$ cat config.mk
export PLATFORM = sky130hd
export DESIGN_NAME = pipe_stage_reg
export DESIGN_NICKNAME = d
export VERILOG_FILES = /design/src/rtl/pipe_stage_reg.sv
export SDC_FILE = /design/constraint.sdc
export NUM_CORES = 1
export LEC_CHECK = 0
export CAP_MARGIN = 20
export CORE_MARGIN = 5
export CORE_UTILIZATION = 45
export CTS_CLUSTER_SIZE = 8
export DETAILED_ROUTE_END_ITERATION = 8
export PLACE_DENSITY_LB_ADDON = 0.05
export SLEW_MARGIN = 20
export SYNTH_ARGS = -nofsm -noshare
export SYNTH_HDL_FRONTEND = slang
export SYNTH_SLANG_ARGS = --single-unit
$ cat constraint.sdc
create_clock -name clk -period 2.25 [get_ports clk]
set_input_delay 0.45 -clock clk [delete_from_list [all_inputs] [get_ports clk]]
set_output_delay 0.45 -clock clk [all_outputs]
set_load 0.02 [all_outputs]
$ cat src/rtl/pipe_stage_reg.sv
// pipe_stage_reg: elastic pipeline-stage register carrying a control and a data bundle
// from stage N to stage N+1 under a valid/ready handshake.
//
// Ports:
//   clk          rising-edge clock
//   reset        asynchronous, active-low reset
//   i_flush      synchronous kill of held entries and of the current input beat
//   i_in_valid   upstream beat present
//   o_in_ready   stage can accept a beat this cycle (a flop when SKID=1)
//   i_in_ctrl    upstream control bundle
//   i_in_data    upstream data bundle
//   o_out_valid  beat presented downstream
//   i_out_ready  downstream accepts this cycle
//   o_out_ctrl   control bundle, all-zero whenever o_out_valid=0
//   o_out_data   data bundle
//   o_occupancy  entries held (0..2)
//   o_stall_cnt  saturating count of cycles with valid output and no downstream ready
module pipe_stage_reg #(
    parameter int unsigned DATA_W   = 160,
    parameter int unsigned CTRL_W   = 12,
    parameter int unsigned SKID     = 1,
    parameter int unsigned CLR_DATA = 0
) (
    input  logic              clk,
    input  logic              reset,
    input  logic              i_flush,
    input  logic              i_in_valid,
    output logic              o_in_ready,
    input  logic [CTRL_W-1:0] i_in_ctrl,
    input  logic [DATA_W-1:0] i_in_data,
    output logic              o_out_valid,
    input  logic              i_out_ready,
    output logic [CTRL_W-1:0] o_out_ctrl,
    output logic [DATA_W-1:0] o_out_data,
    output logic [1:0]        o_occupancy,
    output logic [15:0]       o_stall_cnt
);

    typedef enum logic [1:0] {StEmpty, StMain, StBoth} state_e;

    state_e              r_state;
    state_e              w_state_d;
    logic [CTRL_W-1:0]   r_main_ctrl, w_main_ctrl_d;
    logic [DATA_W-1:0]   r_main_data, w_main_data_d;
    logic [CTRL_W-1:0]   r_skid_ctrl, w_skid_ctrl_d;
    logic [DATA_W-1:0]   r_skid_data, w_skid_data_d;
    logic                r_in_ready;
    logic [15:0]         r_stall_cnt;

    logic w_out_valid;
    logic w_in_ready;
    logic w_in_acc;
    logic w_out_acc;

    assign w_out_valid = (r_state != StEmpty);
    // With the skid entry, in_ready is a flop so no combinational path runs back from
    // out_ready; without it, in_ready must look at out_ready to keep full throughput.
    assign w_in_ready  = (SKID != 0) ? r_in_ready : (!w_out_valid || i_out_ready);
    assign w_in_acc    = i_in_valid && w_in_ready;
    assign w_out_acc   = w_out_valid && i_out_ready;

    always_comb begin
        w_state_d     = r_state;
        w_main_ctrl_d = r_main_ctrl;
        w_main_data_d = r_main_data;
        w_skid_ctrl_d = r_skid_ctrl;
        w_skid_data_d = r_skid_data;
        if (i_flush) begin
            // Flush wins over every transfer, including the beat on the input this cycle.
            w_state_d     = StEmpty;
            w_main_ctrl_d = '0;
            w_skid_ctrl_d = '0;
            if (CLR_DATA != 0) begin
                w_main_data_d = '0;
                w_skid_data_d = '0;
            end
        end else begin
            unique case (r_state)
                StEmpty: begin
                    if (w_in_acc) begin
                        w_state_d     = StMain;
                        w_main_ctrl_d = i_in_ctrl;
                        w_main_data_d = i_in_data;
                    end
                end
                StMain: begin
                    if (w_in_acc && w_out_acc) begin
                        w_main_ctrl_d = i_in_ctrl;
                        w_main_data_d = i_in_data;
                    end else if (w_in_acc && (SKID != 0)) begin
                        // Younger beat parks in the skid entry behind main.
                        w_state_d     = StBoth;
                        w_skid_ctrl_d = i_in_ctrl;
                        w_skid_data_d = i_in_data;
                    end else if (w_out_acc) begin
                        w_state_d = StEmpty;
                    end
                end
                StBoth: begin
                    if (w_out_acc) begin
                        w_state_d     = StMain;
                        w_main_ctrl_d = r_skid_ctrl;
                        w_main_data_d = r_skid_data;
                    end
                end
                default: w_state_d = StEmpty;
            endcase
        end
    end

    always_ff @(posedge clk or negedge reset) begin
        if (!reset) begin
            r_state     <= StEmpty;
            r_main_ctrl <= '0;
            r_main_data <= '0;
            r_skid_ctrl <= '0;
            r_skid_data <= '0;
            r_in_ready  <= 1'b1;
            r_stall_cnt <= '0;
        end else begin
            r_state     <= w_state_d;
            r_main_ctrl <= w_main_ctrl_d;
            r_main_data <= w_main_data_d;
            r_skid_ctrl <= w_skid_ctrl_d;
            r_skid_data <= w_skid_data_d;
            r_in_ready  <= (w_state_d != StBoth);
            if (w_out_valid && !i_out_ready && !i_flush && (r_stall_cnt != 16'hFFFF)) begin
                r_stall_cnt <= r_stall_cnt + 16'd1;
            end
        end
    end

    always_comb begin
        o_occupancy = 2'd0;
        unique case (r_state)
            StEmpty: o_occupancy = 2'd0;
            StMain:  o_occupancy = 2'd1;
            StBoth:  o_occupancy = 2'd2;
            default: o_occupancy = 2'd0;
        endcase
    end

    assign o_in_ready  = w_in_ready;
    assign o_out_valid = w_out_valid;
    // Bubbles carry zero control so a stale RegWrite/MemWrite never leaks downstream.
    assign o_out_ctrl  = w_out_valid ? r_main_ctrl : '0;
    assign o_out_data  = r_main_data;
    assign o_stall_cnt = r_stall_cnt;

endmodule
==> results of run 1 <==
## cells in the final DEF, fill, tap and decap left out, types with 2 or more instances in the layout
master	Yosys	layout
nor2_1	19	19
nor3_1	8	7
nand2b_4	0	2
mux2_2	155	155
a311oi_1	12	12
and3_1	3	3
nand2_2	2	2
a22o_1	12	12
clkdlybuf4s50_1	0	350
diode_2	0	3
clkbuf_1	47	11
inv_1	2	2
nor4_1	4	4
dfrtp_1	362	362
clkbuf_2	0	8
nand4_1	3	3
and2_1	12	12
buf_4	3	30
o21ai_1	100	100
dlygate4sd2_1	0	3
nand2_1	36	36
mux2i_1	161	161
xor2_1	15	15
nor3b_1	2	2
o21ai_0	220	220
clkdlybuf4s15_2	0	4
buf_12	0	22
clkbuf_16	0	53
mux2_1	6	6
## layout make-up
| cell class | instances | area [sq um] |
|---|---|---|
| antenna | 3 | 7.51 |
| clock buffer | 64 | 1370 |
| clock inverter | 1 | 7.51 |
| fill | 2789 | 13000 |
| inverter | 2 | 7.51 |
| multi-input combinational | 786 | 5970 |
| sequential | 363 | 9080 |
| tap | 455 | 569 |
| timing repair buffer | 420 | 4320 |
## worst reg2reg max path, stage by stage (launching register included)
cell and delay, ps:
dfrtp_1 380, buf_4 180, nand4b_4 190, nor3_2 240
buf_4 240, buf_12 200, mux2_2 380
## power by group through the flow
stage	combinational, mW	clock, mW	sequential [mW]
finish	4.57	6.79	8.85
global route	4.94	7.23	9.04
CTS	4.64	6.95	8.86
detailed placement	4.63	0	8.94
global placement	4.53	0	8.90
floorplan	1.71	0	9.46
## metrics by stage
stage           util  power [mW]  hold slack [ps]
2_1_floorplan      -        11.2              154
3_3_place_gp   0.581        13.4              436
3_5_place_dp   0.581        13.6              435
4_1_cts        0.621        20.5              352
5_1_grt        0.621        21.2              380
6_report       0.621        20.2              381
## registers in the layout, indices dropped and copies added (netlist names)
register	cells
o_stall_cnt	16
r_state	2
o_in_ready	1
r_skid_data	160
r_main_ctrl	12
r_skid_ctrl	12
o_out_data	160
## final timing paths
check / slack [ps] / start / end / cells after the start
min in group asynchronous: 420 / reset / o_out_data[11] / 2
min reg2reg: 490 / o_stall_cnt[7] / o_stall_cnt[7] / 1
max: 90 / r_state[0] / o_out_ctrl[11] / 3
max reg2reg: 310 / r_state[1] / r_skid_data[15] / 6
max in group asynchronous: 1060 / reset / o_out_data[39] / 3
min: 380 / i_flush / o_in_ready / 4
## layer usage
| layer | global-route usage | up-vias |
|---|---|---|
| li1 | - | 5222 |
| met1 | 0.303 | 5702 |
| met2 | 0.342 | 323 |
| met3 | 0.0594 | 84 |
| met4 | 0.0662 | 14 |
| met5 | 0 | - |
## kinds of logic (layout without fill, tap and decap cells)
kind of cell / Yosys count / count (layout) / share of synthesized area
buffers and inverters: 103 / 487 / 0.0372
multiplexers: 322 / 322 / 0.219
other: 0 / 3 / 0
adder cells (fa/ha/maj): 1 / 1 / 0.000802
AND/OR/NAND/NOR: 100 / 100 / 0.0328
AO/OA/AOI/OAI: 348 / 348 / 0.119
flip-flops: 363 / 363 / 0.582
XOR/XNOR: 15 / 15 / 0.00842
## what timing repair did
item                                    in CTS  in global routing
pin swaps                                    1                  0
gates cloned                                 0                  0
endpoints found under the setup margin      15                  9
gates resized for setup                     31                 10
hold buffers                                 1                  0
setup buffers                                1                  0
endpoints found under the hold margin       41                  0
==> impl_results.md, run 1 <==
- Outcome: finished, final reports clean
- DRC: 0
- WP buf/inv: 1
- Die Y: 196 um
- Via Count: 11300
- Num CTS Buffers: 51
- Initial DRC Count: 446
- Pleak: 10.0 nW
- Met2 wire length: 20200 um
- Nature of the critical path endpoint: output port
- Clk root buf: clkbuf_16
- Final Cycle Share: 0.960
- Clock power frac: 0.336
- Overflow after GRT: 0
- Area delta synth->final: 36.7%
- Die width: 196 um
- Final HPWL DP: 28300 um
- Top Ports: around 370
- Worst skew pair latency: 550 ps
- Post-synth top flop: dfrtp_1
- Min-delay worst type: primary input to flip-flop
- Int Pwr: 14.6 mW
- PD cells: 947 nW/um^2
- Slew @ Worst Pin: between 900 and 1000 ps
- Design area: 21300 sq um
- DP Area: around 20000 sq um
- M1 wire length: ~19000 um
- Vias per inst: 5.42
- Top cells by area, synth: dfrtp_1 (58%), mux2_2 (11%), mux2i_1 (10%)
- Flip-flop and latch count after synthesis: 363
- Nets@finish: approximately 1800
- Top post-synthesis cells by count: dfrtp_1 (362), o21ai_0 (220), mux2i_1 (161)
- First-pass GRT wire length: 68100 um
- Die area: 38500 sq um
- Mapped Avg Cell Area: 12.5 sq um
- Top Metal Used: met5
- Critical Path AT: about 1700 ps
- Placer Congestion: roughly 0.78
- Worst slew margin: 0.340
- Asr flop ratio synth: 1.00
- Met3 wire len: 2910 um
- Largest area contributor in the netlist: dfrtp_1
- Slew Limit Fails: 0
- Unrepaired setup endpoints after global routing: false
- Peak supply drop: 0.000723 V
- Seq/Total Area, Yosys: 0.582
- Critical path class: flip-flop to output port
- Clk_skew: 12.9 ps
- Drt pass-1 iters: 6
- Count leader, synth: dfrtp_1
- CP Data Required Time: 1800 ps
- Comb power frac: 0.226
- I/O Buffers: 368
- Setup_tns: 0 ps
- Critical path startpoint category: flip-flop
- CTS Sinks: 363
- Worst Path Max Fanout: 14
- Place WS: -124 ps
- Drt total wl: 42900 um
- Fraction of layout cells with a size suffix above 1: 0.175
- Dpl cells: 2024
- Cell Area, Synth: 15600 sq um
- Critical path cell sequence: or2_4, and2_1, clkdlybuf4s15_2
- Maximum root-to-sink buffer count: 3
- Vias in the first global route: 11900
- Post-layout min period: 2160 ps
- Peak Freq: 0.463 GHz
- Post-synth cell types: 39
- Post-DR wirelength/cell: 20.5 um
- Setup ws final: 90.2 ps
- Max-capacitance violation count: 0
- Initial antenna violation count: 10
- CP max-delay cell: dfrtp_1
- Yosys top cell area share: 0.581
- Fin cells: 2094
- Clock Pin Slew Worst Setup and Hold Paths: approximately 60 ps
- Net Sw Frac: 0.277
- CTS tree: yes
- Largest net degree at the start of global routing: 129
- CORE AREA: 34400 sq um
- Switch Pwr: 5.59 mW
- Part of the power in registers: 0.438
- Total GRT Usage: 0.219
- Post-DRT Antenna Nets: 0
- Number of synthesized flops with an enable pin: 0
- Synthesized net count: 1430
- Synth warnings: 0
- Row count: 68
- Final setup violation count: 0
- CP max stage delay: 370 ps
- Mapped Cells: 1252
- Cell family with most CP delay: simple AND/OR/NAND/NOR gates
- Fin. Hold Viols: 0
- Htree depth: 2
- Initial Utilization: 0.454
Power figures use the tool's default switching activity.
==> run 2: changes to the inputs <==
CORE_MARGIN = 1.5   (was 5)
==> run 2 against run 1 <==
Compared with the run above:
- count of clock-buffer cells in the layout unchanged
- non-clock buffer count did not move
- flip-flop and latch count did not move
- critical endpoint is now o_in_ready
- critical path depth shrank 2
- combinational power about the same
- cell area rose by 0.15%
- cell count hardly changed
==> impl_results.md, run 2 (synthesized netlist as in run 1, its figures left out) <==
- Outcome: finished, final reports clean
- Critical path class: flip-flop to output port
- CP max stage delay: 630 ps (+260 ps)
- Post-DR wirelength/cell: 19.7 um (-4.1%)
- Critical Path AT: 1750 ps (+40 ps)
- Vias per inst: 5.44 (+0.34%)
- CORE AREA: 34400 sq um (unchanged)
- First-pass GRT wire length: 64300 um (-5.6%)
- Drt pass-1 iters: 5 (-1)
- FF-to-FF End: r_skid_ctrl[10]
- Row count: 68 (unchanged)
- CP Data Required Time: 1800 ps (about the same)
- Final Cycle Share: 0.976 (+0.0162)
- Area delta synth->final: 36.9%
- Leading cell type in the layout, fill and taps excluded: dfrtp_1
- Initial Utilization: 0.454 (unchanged)
- Commonest cells after routing, fill and taps aside: dfrtp_1 (362), clkdlybuf4s50_1 (351), o21ai_0 (220), mux2i_1 (161), mux2_2 (155)
- Fraction of layout cells with a size suffix above 1: 0.172 (-0.00244)
- CTS tree: yes
- Crit path from: o_in_ready
- Clk_skew: 14.5 ps (+1.65 ps)
- Final setup violation count: 0 (unchanged)
- Reg2Reg Setup Slack: 330 ps (+20 ps)
- Peak Freq: 0.455 GHz (-1.7%)
- Drt total wl: 41200 um (-4.1%)
- Nature of the critical path endpoint: output port
- Num CTS Buffers: 51 (unchanged)
- Place WS: 9.60 ps (+133 ps)
- Vias in the first global route: 11500 (-3.9%)
- Min-delay worst type: primary input to flip-flop
- Max-capacitance violation count: 0 (unchanged)
- Design area: 21400 sq um (+0.15%)
- PD cells: 949 nW/um^2 (+0.22%)
- Post-DRT Antenna Nets: 0 (unchanged)
- Fin. Hold Viols: 0 (unchanged)
- Initial antenna violation count: 7 (-3)
- Hold endpoint: r_state[0]
- Final HPWL DP: 26400 um (-6.8%)
- Worst R2R Path Depth: 6 (unchanged)
- Die width: 189 um (-3.6%)
- Peak supply drop: 0.000728 V (+0.60%)
- WP buf/inv: 1 (unchanged)
- DRC: 0 (unchanged)
- Worst slew margin: 0.381 (+0.0408)
- I/O Buffers: 368 (unchanged)
- CP max-delay cell: clkdlybuf4s50_1
- Clk root buf: clkbuf_16
- Critical path startpoint category: flip-flop
- Critical path cell sequence: clkdlybuf4s50_1
- Setup ws final: 53.8 ps (-36.4 ps)
- Post-layout min period: 2200 ps (+36.4 ps)
- Initial DRC Count: 612 (+37%)
- Worst skew pair latency: 540 ps (about the same)
- Slew Limit Fails: 0 (unchanged)
- Worst flop-to-flop path startpoint: r_state[1]
- Worst Path Max Fanout: 3 (-11)
- Htree depth: 2 (unchanged)
- Via Count: 11400 (+0.39%)
- Pleak: 10.0 nW (+0.20%)
- Placer Congestion: 0.808 (+4.2%)
- Clock Pin Slew Worst Setup and Hold Paths: 50 ps (about the same)
- Maximum root-to-sink buffer count: 3 (unchanged)
- Die Y: 189 um (-3.6%)
- Nets@finish: 1802 (unchanged)
- Largest net degree at the start of global routing: 106 (-18%)
- Total GRT Usage: 0.227 (+0.00726)
- DP Area: 20000 sq um (about the same)
- Hold depth: 2 (-2)
- CTS Sinks: 363 (unchanged)
- Cell family with most CP delay: buffers and inverters
- Slew @ Worst Pin: 926 ps (-60.9 ps)
- Overflow after GRT: 0 (unchanged)
- Hold_sp: i_flush
- Top Ports: 369 (unchanged)
- Die area: 35800 sq um (-7.0%)
## run 2: metal layers
| metal | wire length, um | track usage | vias to the layer above | part of all wire |
|---|---|---|---|---|
| met2 | 19100 | 0.349 | 396 | 0.46 |
| met3 | 3350 | 0.0615 | 77 | 0.081 |
| met1 | 17500 | 0.309 | 5691 | 0.42 |
| met4 | 1210 | 0.0806 | 6 | 0.029 |
| li1 | - | - | 5219 | - |
| met5 | 34 | 0 | - | 0.00083 |
## run 2: area by class of cell
| class | count | area [sq um] |
|---|---|---|
| Inverter | 2 | 7.51 |
| Clock buffer | 64 | 1370 |
| Multi-Input combinational cell | 786 | 5970 |
| Fill cell | 2816 | 13000 |
| Timing Repair Buffer | 420 | 4320 |
| Tap cell | 455 | 569 |
| Sequential cell | 363 | 9080 |
| Antenna cell | 4 | 10.0 |
| Clock inverter | 1 | 30.0 |
## run 2: timing repair
action,4_1_cts,5_1_grt
pin swaps,0,1
endpoints found under the hold margin,27,0
buffers inserted,0,2
hold buffers,1,0
gates resized for setup,17,20
setup endpoints to repair,15,13
## run 2: power by group
group	internal [mW]	switching [mW]
registers	8.04	0.777
clock network	4.27	2.62
logic	2.43	2.15
total	14.7	5.54
## run 2: metrics by stage
stage               setup TNS (ps)  hold slack (ps)  total power [mW]   util  instances
floorplan                        0              154              11.2      -       1252
global placement                 0              385              13.4  0.581       2023
detailed placement               0              383              13.5  0.581       2023
CTS                              0              325              20.5  0.622       2089
global route                 -1.07              350              21.3  0.621       2094
finish                           0              338              20.3  0.622       2095
## run 2: how the worst max path moves through the flow
stage,to,slack (ps),cells past startpoint
6_report,o_in_ready,50,1
5_1_grt,o_out_ctrl[7],-0.9,3
3_5_place_dp,o_out_data[144],10,6
3_3_place_gp,r_skid_data[90],30,6
4_1_cts,o_out_ctrl[11],0.6,3
2_1_floorplan,o_out_ctrl[10],370,5
==> run 3: changes to the inputs <==
PLACE_DENSITY_LB_ADDON = 0.1   (was 0.05)
==> run 3 against run 2 <==
Compared with the run above:
- critical path type unchanged
- clock skew down 4.5 ps
- hold slack worse by 190 ps
- utilization down 0.11 points
- sequential power hardly changed
- non-clock buffer count shrank 7
- count of clock-buffer cells in the layout unchanged
- critical path depth up 2
- wire length rose by 0.24%
- sequential share of layout area grew 0.072 points
- cell count is 0.24% lower
==> impl_results.md, run 3 (synthesized netlist as in run 1, its figures left out) <==
- Slew @ Worst Pin: 1110 ps (+187 ps)
- Worst Path Max Fanout: 14 (+11)
- Peak supply drop: 0.000573 V (-21%)
- CTS tree: yes
- I/O Buffers: 368 (unchanged)
- Nets@finish: 1795 (-0.39%)
- Overflow after GRT: 0 (unchanged)
- Slew Limit Fails: 0 (unchanged)
- Area delta synth->final: 36.7%
- Fin cells: 2090 (-0.24%)
- Leading cell type in the layout, fill and taps excluded: dfrtp_1
- Setup ws final: 56.5 ps (+2.63 ps)
- Vias in the first global route: 11500 (+0.72%)
- Dpl cells: 2017 (-0.30%)
- Final HPWL DP: 26600 um (+1.1%)
- Critical Path AT: 1740 ps (about the same)
- Min-delay worst type: primary input to flip-flop
- Fin. Hold Viols: 0 (unchanged)
- Pleak: 10.0 nW (-0.16%)
- CP max stage delay: 370 ps (-260 ps)
- Hold WS: 150 ps (-188 ps)
- First-pass GRT wire length: 65300 um (+1.5%)
- Max-capacitance violation count: 0 (unchanged)
- Post-DR wirelength/cell: 19.8 um (+0.48%)
- Commonest cells after routing, fill and taps aside: dfrtp_1 (362), clkdlybuf4s50_1 (350), o21ai_0 (220), mux2i_1 (161), mux2_2 (155)
- Cell family with most CP delay: simple AND/OR/NAND/NOR gates
- Die area: 35800 sq um (unchanged)
- Clk_skew: 9.99 ps (-4.53 ps)
- CORE AREA: 34400 sq um (unchanged)
- Hold endpoint: r_state[0]
- Setup_tns: 0 ps (unchanged)
- Hold depth: 2 (unchanged)
- Vias per inst: 5.43 (-0.20%)
- Placer Congestion: 0.767 (-5.1%)
- PD cells: 951 nW/um^2 (+0.19%)
- Initial Utilization: 0.454 (unchanged)
- Initial antenna violation count: 7 (unchanged)
- Fraction of layout cells with a size suffix above 1: 0.165 (-0.00724)
- Peak Freq: 0.456 GHz (+0.12%)
- Post-layout min period: 2190 ps (-2.63 ps)
- Critical path class: flip-flop to output port
- Outcome: finished, final reports clean
- Num CTS Buffers: 51 (unchanged)
- Worst flop-to-flop path startpoint: o_stall_cnt[0]
- Reg2Reg Setup Slack: 330 ps (about the same)
- Drt pass-1 iters: 5 (unchanged)
- Largest net degree at the start of global routing: 105 (-0.94%)
- Place WS: -28.6 ps (-38.2 ps)
- Critical path cell sequence: or2_4, and2_1, dlygate4sd2_1
- Nature of the critical path endpoint: output port
- Post-DRT Antenna Nets: 0 (unchanged)
- Htree depth: 2 (unchanged)
- Critical path startpoint category: flip-flop
- Total GRT Usage: 0.230 (+0.00342)
- Maximum root-to-sink buffer count: 3 (unchanged)
- Clock Pin Slew Worst Setup and Hold Paths: 50 ps (about the same)
- Unrepaired setup endpoints after global routing: false
- WP buf/inv: 1 (unchanged)
- FF-to-FF End: o_stall_cnt[1]
- Row count: 68 (unchanged)
- Initial DRC Count: 609 (-0.49%)
- Worst slew margin: 0.258 (-0.123)
- CP Data Required Time: 1800 ps (about the same)
- DRC: 0 (unchanged)
- Hold_sp: i_flush
- Top Ports: 369 (unchanged)
- Drt total wl: 41300 um (+0.24%)
- Final Cycle Share: 0.975 (-0.00117)
- Die Y: 189 um (unchanged)
- Worst skew pair latency: 540 ps (about the same)
- Clk root buf: clkbuf_16
- Die width: 189 um (unchanged)
- Via Count: 11300 (-0.44%)
- Final setup violation count: 0 (unchanged)
- Worst R2R Path Depth: 5 (-1)
- CP max-delay cell: dfrtp_1
- CTS Sinks: 363 (unchanged)
- Power Total: 20.3 mW (about the same)
==> run 3: repair_timing <==
action                     CTS  global route
resized for setup           16             9
hold endpoints to repair    45             0
hold buffers                 1             0
setup endpoints to repair   15             8
pin swaps                    0             1
buffers inserted             0             1
==> run 3: worst max-delay path by stage <==
stage | start | endpoint | slack (ps) | cells past startpoint
2_1_floorplan | r_state[1] | o_out_ctrl[10] | 370 | 5
4_1_cts | o_in_ready | o_in_ready | 3 | 1
5_1_grt | r_state[0] | o_occupancy[1] | 2 | 4
3_5_place_dp | i_out_ready | o_out_data[135] | -30 | 6
6_report | r_state[0] | o_out_ctrl[6] | 60 | 3
3_3_place_gp | i_in_valid | o_out_data[85] | 50 | 6
==> run 3: power breakdown <==
part	internal [mW]	total, mW	switching, mW	leakage (nW)
sequential	8.04	8.84	0.798	4.53
combinational	2.42	4.57	2.15	4.82
clock	4.27	6.88	2.61	0.680
total	14.7	20.3	5.56	10.0
==> run 3: cell type report <==
cell class	instances	area, sq um
sequential	363	9080
clock inverter	1	30.0
timing repair buffer	413	4280
antenna	6	15.0
tap	455	569
fill	2797	13000
inverter	2	7.51
multi-input combinational	786	5970
clock buffer	64	1370
==> run 3: per-stage QoR <==
step / cell area (sq um) / utilization
2_1_floorplan: 15600 / -
4_1_cts: 21300 / 0.620
6_report: 21300 / 0.620
3_3_place_gp: 19900 / 0.579
3_5_place_dp: 19900 / 0.579
5_1_grt: 21300 / 0.620
==> run 3: metal layers <==
metal  up-vias  wire [um]  track usage
li1       5211          -            -
met1      5700      17600        0.310
met2       357      19300        0.358
met3        69       3350       0.0669
met4         2       1030       0.0754
met5         -         13            0
